**src/rtl/pc_sequencer.sv**
```systemverilog
// Program-counter and execution-state sequencer for the single-cycle core.
// Resolves branches and jumps, and handles WAIT/HALT plus user-context entry, quantum preemption and traps.
module pc_sequencer #(
  parameter int ADDR_W   = 10,
  parameter int QUANTUM  = 64,
  parameter int OS_ENTRY = 16
) (
  input  logic              clk,
  input  logic              rst_n,
  input  logic              PCSrc,
  input  logic [2:0]        Tipo_Branch,
  input  logic              zero,
  input  logic              neg,
  input  logic [31:0]       imm,
  input  logic [31:0]       reg_target,
  input  logic              HALT,
  input  logic              WAIT,
  input  logic              Set_ctx,
  input  logic              resume,
  output logic [ADDR_W-1:0] pc,
  output logic [ADDR_W-1:0] pc_plus1,
  output logic              cpu_en,
  output logic              ctx_active,
  output logic [ADDR_W-1:0] saved_pc,
  output logic [1:0]        trap_cause,
  output logic              halted,
  output logic              waiting
);

  localparam int CNT_W = (QUANTUM > 2) ? $clog2(QUANTUM) : 1;
  localparam logic [1:0] CAUSE_NONE    = 2'd0;
  localparam logic [1:0] CAUSE_HALT    = 2'd1;
  localparam logic [1:0] CAUSE_QUANTUM = 2'd2;

  typedef enum logic [1:0] {RUN, WAITING, HALTED} state_t;

  state_t              state, state_nx;
  logic [ADDR_W-1:0]   pc_nx, saved_pc_nx, target, next_seq;
  logic                ctx_nx, taken, expire;
  logic [1:0]          cause_nx;
  logic [CNT_W-1:0]    cnt, cnt_nx;

  // Only the low address bits of the offset and jump register are meaningful.
  logic unused_hi;
  assign unused_hi = ^{imm[31:ADDR_W], reg_target[31:ADDR_W]};

  assign pc_plus1 = pc + ADDR_W'(1);
  assign cpu_en   = (state == RUN) && rst_n;
  assign halted   = (state == HALTED);
  assign waiting  = (state == WAITING);

  always_comb begin
    taken = 1'b0;
    case (Tipo_Branch)
      3'd1:    taken = zero;
      3'd2:    taken = !zero;
      3'd3:    taken = neg;
      3'd4:    taken = !neg;
      3'd6:    taken = 1'b1;
      3'd7:    taken = 1'b1;
      default: taken = 1'b0;
    endcase
    taken    = taken && PCSrc;
    target   = (Tipo_Branch == 3'd7) ? reg_target[ADDR_W-1:0] : pc + imm[ADDR_W-1:0];
    next_seq = taken ? target : pc_plus1;
    expire   = ctx_active && (cnt == CNT_W'(QUANTUM - 1));
  end

  always_comb begin
    state_nx    = state;
    pc_nx       = pc;
    ctx_nx      = ctx_active;
    saved_pc_nx = saved_pc;
    cause_nx    = trap_cause;
    cnt_nx      = cnt;
    case (state)
      RUN: begin
        if (HALT && !ctx_active) begin
          state_nx = HALTED;
        end else if (HALT) begin
          saved_pc_nx = pc;
          pc_nx       = ADDR_W'(OS_ENTRY);
          ctx_nx      = 1'b0;
          cause_nx    = CAUSE_HALT;
          cnt_nx      = '0;
        end else if (WAIT) begin
          state_nx = WAITING;
        end else if (Set_ctx) begin
          pc_nx    = reg_target[ADDR_W-1:0];
          ctx_nx   = 1'b1;
          cnt_nx   = '0;
          cause_nx = CAUSE_NONE;
        end else if (expire) begin
          // The expiring instruction commits; its successor becomes the resume point.
          saved_pc_nx = next_seq;
          pc_nx       = ADDR_W'(OS_ENTRY);
          ctx_nx      = 1'b0;
          cause_nx    = CAUSE_QUANTUM;
          cnt_nx      = '0;
        end else begin
          pc_nx = next_seq;
          if (ctx_active) cnt_nx = cnt + CNT_W'(1);
        end
      end
      WAITING: begin
        if (resume) begin
          pc_nx    = pc_plus1;
          state_nx = RUN;
        end
      end
      HALTED: ;
      default: state_nx = RUN;
    endcase
  end

  always_ff @(posedge clk) begin
    if (!rst_n) begin
      state      <= RUN;
      pc         <= '0;
      ctx_active <= 1'b0;
      saved_pc   <= '0;
      trap_cause <= CAUSE_NONE;
      cnt        <= '0;
    end else begin
      state      <= state_nx;
      pc         <= pc_nx;
      ctx_active <= ctx_nx;
      saved_pc   <= saved_pc_nx;
      trap_cause <= cause_nx;
      cnt        <= cnt_nx;
    end
  end

endmodule

```
**config.mk**
```make
export PLATFORM = sky130hd
export DESIGN_NAME = pc_sequencer
export DESIGN_NICKNAME = d
export VERILOG_FILES = /design/src/rtl/pc_sequencer.sv
export SDC_FILE = /design/constraint.sdc
export NUM_CORES = 1
export LEC_CHECK = 0
export BUFFER_PORTS_ARGS = -buffer_cell sky130_fd_sc_hd__buf_2
export CAP_MARGIN = 10
export CELL_PAD_IN_SITES_DETAIL_PLACEMENT = 1
export CELL_PAD_IN_SITES_GLOBAL_PLACEMENT = 2
export CORE_MARGIN = 1.5
export CORE_UTILIZATION = 25
export DETAILED_ROUTE_END_ITERATION = 10
export PLACE_DENSITY = 0.91
export SETUP_SLACK_MARGIN = 0.4
export SLEW_MARGIN = 10
export SYNTH_ARGS = -nofsm -noshare
export SYNTH_HDL_FRONTEND = slang
export SYNTH_SLANG_ARGS = --single-unit
```
**constraint.sdc**
```tcl
create_clock -name clk -period 2.89 [get_ports clk]
set_input_delay 0.578 -clock clk [delete_from_list [all_inputs] [get_ports clk]]
set_output_delay 0.578 -clock clk [all_outputs]
set_load 0.1 [all_outputs]
```
==> results of run 1 <==
==> area by class of cell <==
type	instances	area [um2]
fillers	1277	6450
flip-flops and latches	31	652
well taps	133	166
repair buffers	81	462
clock buffers	8	100
inverters	12	52.6
multi-input cells	275	1940
==> routing by layer <==
metal  GRT usage, %  wire, um
met5              0         0
met1           22.0      4210
met2           30.1      4540
met3           2.77       379
met4           3.27        60
==> logic make-up (layout without fill, tap and decap cells) <==
family	Yosys count	after routing	share of synthesized area, %
AO/OA/AOI/OAI	109	109	31.1
XOR/XNOR	14	14	4.84
adder cells (fa/ha/maj)	12	12	6.23
buffers and inverters	27	101	5.24
flip-flops	31	31	24.5
multiplexers	8	8	3.31
AND/OR/NAND/NOR	132	132	24.7
==> sequential cells by signal (all words and copies together) (netlist names) <==
name,cells
state,2
pc,10
ctx_active,1
cnt,6
saved_pc,10
trap_cause,2
==> where the power goes <==
part / total, mW / internal, mW / leakage, nW / switching, mW
Combinational: 0.692 / 0.202 / 1.10 / 0.490
Sequential: 0.491 / 0.448 / 0.258 / 0.0423
Clock: 0.390 / 0.218 / 0.0515 / 0.172
==> cell usage in the layout (no fill, tap or decap), types with 6 or more instances in the layout <==
cell      instances
buf_2            63
nand2_1          48
nor2_1           27
o21ai_0          26
dfxtp_1          22
a21oi_1          16
buf_4            15
nand3_1          14
a31oi_1          10
nand2b_1          9
ha_1              9
inv_1             8
dfxtp_4           8
and3_1            7
clkbuf_8          7
o211ai_1          6
==> worst register-to-register path, delay by kind of cell, from the launching register on <==
kind	cells	cell delay, ns
compound gates	5	1.12
flops	1	0.38
simple gates	1	0.19
fa+ha+maj	2	0.59
==> through the flow <==
step	total power [mW]	utilization, %	area [um2]
2_1_floorplan	1.02	-	2680
3_3_place_gp	1.15	32.2	3160
3_5_place_dp	1.17	32.2	3160
4_1_cts	1.57	33.7	3310
5_1_grt	1.65	34.3	3370
6_report	1.57	34.3	3370
==> what timing repair did <==
item / CTS / global route
endpoints found under the setup margin: 5 / 8
resized for setup: 13 / 5
setup buffers: 1 / 4
pin swaps: 1 / 6
==> how the worst min path moves through the flow <==
stage | end
after detailed placement | trap_cause[1]$_SDFFE_PN0P_
after global placement | trap_cause[1]$_SDFFE_PN0P_
after global routing | trap_cause[1]$_SDFFE_PN0P_
after CTS | trap_cause[1]$_SDFFE_PN0P_
final | trap_cause[1]$_SDFFE_PN0P_
after floorplan | cnt[1]$_SDFFE_PN0P_
==> results.cfg, run 1 <==
[worst_setup_path]
r2r_cells = 8
cp_max_fo = 7
endpoint_kind = primary output
setup.worst_path.end = pc_plus1[8]
reg2reg_setup_slack_ns = 0.55
cp.depth = 7
start_kind = flop
rr_startpoint = pc[0]$_SDFFE_PN0P_
cp.arrival_ns = 1.84
cp.required_ns = 2.31
worstPathCellList = ha_4 -> and3_4 -> and3_1 -> xnor2_1 -> buf_4 -> clkinvlp_4 -> buf_6
worst-path-buf-inv = 3
slowest_delay_ns = 0.40
setup.worst_path.class = flop to primary output
startpoint = pc[1]$_SDFFE_PN0P_
r2r-end = saved_pc[8]$_SDFFE_PN0P_
slowest_stage = dfxtp_4
cpLargestDelayFamily = simple AND/OR/NAND/NOR gates

[logic_synthesis]
synth_seq_area_share_pct = 24.5
ys.warnings.count = 0
syn_inst = 333
synth-main-ff-cell = dfxtp_1
synth_nets = 421
synth-seq-cells = 31
synth_edf_count = 0
synthArstFlopShare_pct = 0
postSynthAreaPerCell_um2 = 7.60
synth_area_leaders = dfxtp_1, nand2_1, ha_1, o21ai_0, nor2_1
synth_top_area_share_pct = 24.5
yosysMostFrequentCell = nand2_1
synth_common_cells = nand2_1, dfxtp_1, nor2_1, o21ai_0, a21oi_1
synth_cell_types = 68
yosysTopAreaCell = dfxtp_1
netlist_area_um2 = 2530

[die]
die_w_um = 104
start_util_pct = 25.8
num_io_pins = 112
num_rows = 36
dieArea_um2 = 10700
core_um2 = 9820
die_h_um = 104

[timing]
max_slew_margin_pct = 60.8
final.period_utilization_pct = 83.6
fin_crit_ns = 2.42
clock_skew_ns = 0.00661
setup_ws_ns = 0.473
setup_viol = 0
rsz0062_at_grt = yes
fin_tns_setup_ns = 0
fmax_mhz = 414
finalMaxSlewViolations = 0
hold_viol = 0
worst_pin_slew_ns = 0.588
hold_slack_ns = 0.486

[final_layout]
nets = 494
drive_gt1_share_pct = 32.4
area_growth_pct = 33.2
antenna_cells = 0
instances_no_fill = 540

[pwr]
p_per_area_nw_per_um2 = 466
ir_drop_mv = 0.222
leakage_nw = 1.41

[clocking]
hold_buffers = 0
clk_latency_ns = 0.28
clkTransAtPathRegs_ns = 0.07
cts_tree = yes
cts_sinks = 31
cts_max_level = 2
cts_root_buf = clkbuf_8
cts_made_buffers = 5
cts_buffer_depth = 2

[global_routing]
grt_pass1_wl_um = 14900
grt_pass1_vias = 2870
antenna_found_initial = 0
grt_use_total_pct = 17.1
grt_max_degree = 25
grt_overflow = 0

[worst_hold_path]
hold_start = trap_cause[1]$_SDFFE_PN0P_
whs_path_depth = 2
hold_path.class = flop to flop

[drt]
drc_errors = 0
wl_per_cell_um = 17.0
drt_iter0_drc = 114
via_per_inst = 5.24
dr.pass1.iters = 4
num_vias = 2832
wirelength_um = 9180
ant_nets = 0

[place]
pre_cts_slack_ns = 0.0504
dp_cells = 527
gp_congestion = 0.835
port-buffer-count = 67
hpwl_um = 7080

[job]
maxCapViolCount = 0

[run_status]
status = finished, final reports clean
No activity file was read; power rests on OpenSTA's default activity.
==> run 2, diff against run 1 <==
- ABC_AREA: not set -> 1
- CORE_UTILIZATION: 25 -> 21
- PLACE_DENSITY: 0.91 -> 0.87
- clock period: 2.89 -> 1.95 ns (I/O delays scaled with it)
==> results.cfg, run 2 <==
[drt]
num_vias = 3379
drt_iter0_drc = 132
drc_errors = 0
dr.pass1.iters = 4
ant_nets = 0
via_per_inst = 4.94
wl_per_cell_um = 17.8
wirelength_um = 12100

[worst_setup_path]
setup.worst_path.class = flop to primary output
cp.required_ns = 1.56
cp.arrival_ns = 1.68
reg2reg_setup_slack_ns = -0.07
r2r-end = pc[2]$_SDFFE_PN0P_
rr_startpoint = pc[0]$_SDFFE_PN0P_
start_kind = flop
endpoint_kind = primary output
cp_max_fo = 4
r2r_cells = 11

[timing]
hold_viol = 0
clock_skew_ns = 0.00530
fmax_mhz = 483
fin_crit_ns = 2.07
finalMaxSlewViolations = 0
final.period_utilization_pct = 106
rsz0062_at_grt = yes
max_slew_margin_pct = 66.2
setup_viol = 9
worst_pin_slew_ns = 0.510
setup_ws_ns = -0.122
fin_tns_setup_ns = -0.588

[clocking]
cts_max_level = 2
cts_sinks = 31
cts_made_buffers = 5
clk_latency_ns = 0.28
cts_root_buf = clkbuf_16
hold_buffers = 0
clkTransAtPathRegs_ns = 0.06
cts_buffer_depth = 2
cts_tree = yes

[place]
hpwl_um = 7600
pre_cts_slack_ns = -0.306
port-buffer-count = 67
gp_congestion = 0.856
placed_cell_area_um2 = 3460

[logic_synthesis]
yosysTopAreaCell = dfxtp_1
netlist_area_um2 = 2530
ys.warnings.count = 0
syn_inst = 399
postSynthAreaPerCell_um2 = 6.33
synth_nets = 487
yosysMostFrequentCell = nand2_1
synth-seq-cells = 31
synth_top_area_share_pct = 24.6
synth_common_cells = nand2_1, a21oi_1, inv_1, nor2_1, dfxtp_1
synth-main-ff-cell = dfxtp_1
synth_area_leaders = dfxtp_1, nand2_1, a21oi_1, inv_1, ha_1
synthArstFlopShare_pct = 0
synth_edf_count = 0
synth_seq_area_share_pct = 24.6
synth_cell_types = 40

[global_routing]
antenna_found_initial = 0
grt_pass1_vias = 3578
grt_use_total_pct = 17.4
grt_overflow = 0
grt_pass1_wl_um = 17600
grt_max_degree = 21

[worst_hold_path]
hold_start = resume
hold_path.class = input port to flop
holdPathEnd = state[0]$_SDFFE_PN0P_
whs_path_depth = 3

[pwr]
p_per_area_nw_per_um2 = 691
leakage_nw = 2.17
ir_drop_mv = 0.324

[final_layout]
fillers = 1362
area_growth_pct = 92.6
mostFrequentLayoutCells = nand2_1, buf_4, buf_2, inv_1
reg_top3 = pc (10), saved_pc (10), cnt (6)
nets = 628
drive_gt1_share_pct = 59.7
final_area_um2 = 4870
final_common_cell = nand2_1
antenna_cells = 0

[die]
core_um2 = 11600
die_h_um = 113
num_io_pins = 112
die_w_um = 113
dieArea_um2 = 12700
num_rows = 39
start_util_pct = 21.9

[run_status]
status = finished, violations left
violations = negative setup slack

[job]
maxCapViolCount = 0
run 2: critical path, cell delays in order (launching register included):
cell	delay (ns)
dfxtp_4	0.39
nand3_4	0.09
nor3_4	0.25
nand3_2	0.15
xor2_4	0.20
clkinvlp_4	0.14
buf_12	0.18
run 2: layout make-up:
class	instances	area [um2]	area share, %
clock buffers	7	164	3.37
clock inverters	1	5.00	0.103
inverters	51	233	4.78
multi-input cells	307	2380	48.9
flip-flops and latches	31	662	13.6
well taps	143	179	3.68
repair buffers	143	1240	25.4
repair inverters	1	7.51	0.154
run 2: cell families after synthesis:
kind of cell,count (synthesis),share of synthesized area [%]
buffers and inverters,61,10.2
adder cells (fa/ha/maj),12,6.24
AND/OR/NAND/NOR,190,33.9
AO/OA/AOI/OAI,91,20.0
XOR/XNOR,14,5.15
flip-flops,31,24.6
run 2: worst max-delay path by stage:
stage          cells past startpoint  slack, ns                       end          startpoint
2_1_floorplan                     11      -0.35        pc[8]$_SDFFE_PN0P_  pc[1]$_SDFFE_PN0P_
3_3_place_gp                      11      -0.23  saved_pc[4]$_SDFFE_PN0P_              imm[0]
3_5_place_dp                      11      -0.31        pc[4]$_SDFFE_PN0P_              imm[0]
4_1_cts                            6      -0.16               pc_plus1[9]  pc[0]$_SDFFE_PN0P_
5_1_grt                            6      -0.20               pc_plus1[9]  pc[0]$_SDFFE_PN0P_
6_report                           6      -0.12               pc_plus1[9]  pc[0]$_SDFFE_PN0P_
run 2: power by group:
part	leakage [nW]	switching (mW)	internal (mW)	total, mW
combinational	1.82	1.11	0.631	1.74
sequential	0.262	0.0548	0.678	0.733
clock	0.0850	0.307	0.584	0.891
run 2: per-layer routing:
metal,global-route usage [%],part of all wire [%],up-vias,routed length (um)
met5,0,0,-,0
li1,-,-,1583,-
met4,5.32,2.8,0,342
met3,2.68,4.4,30,537
met1,20.7,40,1663,4880
met2,32.2,53,103,6380
run 2: stage by stage:
stage / hold WS [ns] / power, mW / std cells / util [%]
after detailed placement: 0.470 / 1.99 / 620 / 29.9
after floorplan: 0.470 / 1.66 / 399 / -
after global placement: 0.454 / 1.96 / 620 / 29.9
after CTS: 0.424 / 3.15 / 661 / 38.1
after global routing: 0.433 / 3.50 / 684 / 42.1
final: 0.419 / 3.36 / 684 / 42.1
run 2: timing repair:
| action | CTS | global route |
|---|---|---|
| cloned | 2 | 0 |
| buffers inserted | 31 | 23 |
| endpoints found under the setup margin | 47 | 43 |
| pin swaps | 58 | 65 |
| gates resized for setup | 131 | 72 |
==> run 3, diff against run 2 <==
- GPL_TIMING_DRIVEN: not set -> 0
- MAX_ROUTING_LAYER: not set -> met4
==> results.cfg, run 3 (synthesized netlist as in run 2, its figures left out) <==
[pwr]
ir_drop_mv = 0.349
leakage_nw = 2.21
p_per_area_nw_per_um2 = 667
power_mw = 3.20

[clocking]
clk_latency_ns = 0.28
cts_buffer_depth = 2
cts_made_buffers = 5
cts_tree = yes
cts_max_level = 2
hold_buffers = 0
clkTransAtPathRegs_ns = 0.06
cts_root_buf = clkbuf_16
cts_sinks = 31

[final_layout]
final_common_cell = nand2_1
fillers = 1379
drive_gt1_share_pct = 56.0
area_growth_pct = 90.0
nets = 630
instances_no_fill = 686
reg_top3 = pc (10), saved_pc (10), cnt (6)
mostFrequentLayoutCells = nand2_1, buf_4, buf_2, a21oi_1, inv_1
post-route-util_pct = 41.5
final_area_um2 = 4800
antenna_cells = 0

[timing]
final.period_utilization_pct = 107
hold_viol = 0
fmax_mhz = 479
finalMaxSlewViolations = 0
clock_skew_ns = 0.0114
rsz0062_at_grt = yes
fin_tns_setup_ns = -0.770
setup_ws_ns = -0.140
setup_viol = 15
fin_crit_ns = 2.09
worst_pin_slew_ns = 0.561
max_slew_margin_pct = 62.6
hold_slack_ns = 0.417

[drt]
num_vias = 3328
wirelength_um = 12200
ant_nets = 0
wl_per_cell_um = 17.8
via_per_inst = 4.85
drt_iter0_drc = 142
dr.pass1.iters = 4
drc_errors = 0

[worst_setup_path]
setup.worst_path.class = flop to primary output
worstPathCellList = buf_12 -> ha_4 -> nand3_4 -> nor2_4 -> nand3_4 -> xnor2_4 -> buf_12
worst-path-buf-inv = 2
slowest_delay_ns = 0.39
endpoint_kind = primary output
cpLargestDelayFamily = flip-flops
cp.required_ns = 1.56
cp.arrival_ns = 1.70
cp_max_fo = 3
slowest_stage = dfxtp_4
start_kind = flop

[global_routing]
grt_pass1_wl_um = 16500
grt_overflow = 0
grt_use_total_pct = 16.7
grt_max_degree = 11
antenna_found_initial = 0
grt_pass1_vias = 3303

[die]
dieArea_um2 = 12700
die_w_um = 113
start_util_pct = 21.9
die_h_um = 113
num_io_pins = 112
num_rows = 39
core_um2 = 11600

[place]
gp_congestion = 0.797
pre_cts_slack_ns = -0.303
hpwl_um = 7380
placed_cell_area_um2 = 3220
port-buffer-count = 66
dp_cells = 608

[run_status]
status = finished, violations left
violations = negative setup slack

[job]
maxCapViolCount = 0

[worst_hold_path]
hold_path.class = input port to flop
==> run 3: cell types whose count changed in the layout (fill, tap and decap cells not counted), sizes merged <==
cell      delta
clkinv       +1
clkbuf       +5
clkinvlp     -1
buf          -3
==> run 3: worst paths after layout <==
path                               from  cells after the start  slack [ns]               endpoint
setup / recovery     pc[0]$_SDFFE_PN0P_                      7       -0.14            pc_plus1[8]
hold reg to reg   state[0]$_SDFFE_PN0P_                      1        0.49  state[1]$_SDFFE_PN0P_
setup reg to reg     pc[0]$_SDFFE_PN0P_                     11       -0.13     pc[4]$_SDFFE_PN0P_
hold / removal                   resume                      3        0.42  state[0]$_SDFFE_PN0P_
==> run 3: power breakdown <==
| part | leakage [nW] | internal (mW) | switching [mW] |
|---|---|---|---|
| Clock | 0.0669 | 0.471 | 0.306 |
| Combinational | 1.88 | 0.611 | 1.08 |
| Sequential | 0.263 | 0.676 | 0.0624 |
==> run 3: what timing repair did <==
item | in CTS | in global routing
endpoints found under the setup margin | 42 | 45
gates cloned | 0 | 1
setup buffers | 36 | 33
resized for setup | 135 | 102
pin swaps | 39 | 49
==> run 3: final cells by class <==
cell class | count | area [um2] | area share [%]
Clock buffer | 6 | 129 | 2.68
Buffer | 10 | 75.1 | 1.56
Timing Repair Buffer | 136 | 1200 | 25.0
Inverter | 51 | 239 | 4.98
Sequential cell | 31 | 671 | 14.0
Multi-Input combinational cell | 307 | 2300 | 47.8
Tap cell | 143 | 179 | 3.72
Clock inverter | 2 | 12.5 | 0.260
==> run 3: worst reg2reg max path, stage by stage, from the launching register on <==
cell,delay (ns)
dfxtp_4,0.37
buf_6,0.13
ha_4,0.16
fa_2,0.38
nand3_2,0.10
nand2_4,0.07
xnor2_1,0.20
nand2_1,0.08
o21ai_1,0.11
o21ai_2,0.08
o21bai_1,0.16
a21oi_1,0.10
==> run 3: metal layers <==
layer | track usage [%] | part of all wire (%) | vias up
met3 | 2.20 | 3.5 | 27
met5 | - | 0 | -
met1 | 20.1 | 41 | 1644
li1 | - | - | 1580
met4 | 3.54 | 2.5 | 0
met2 | 30.0 | 53 | 77
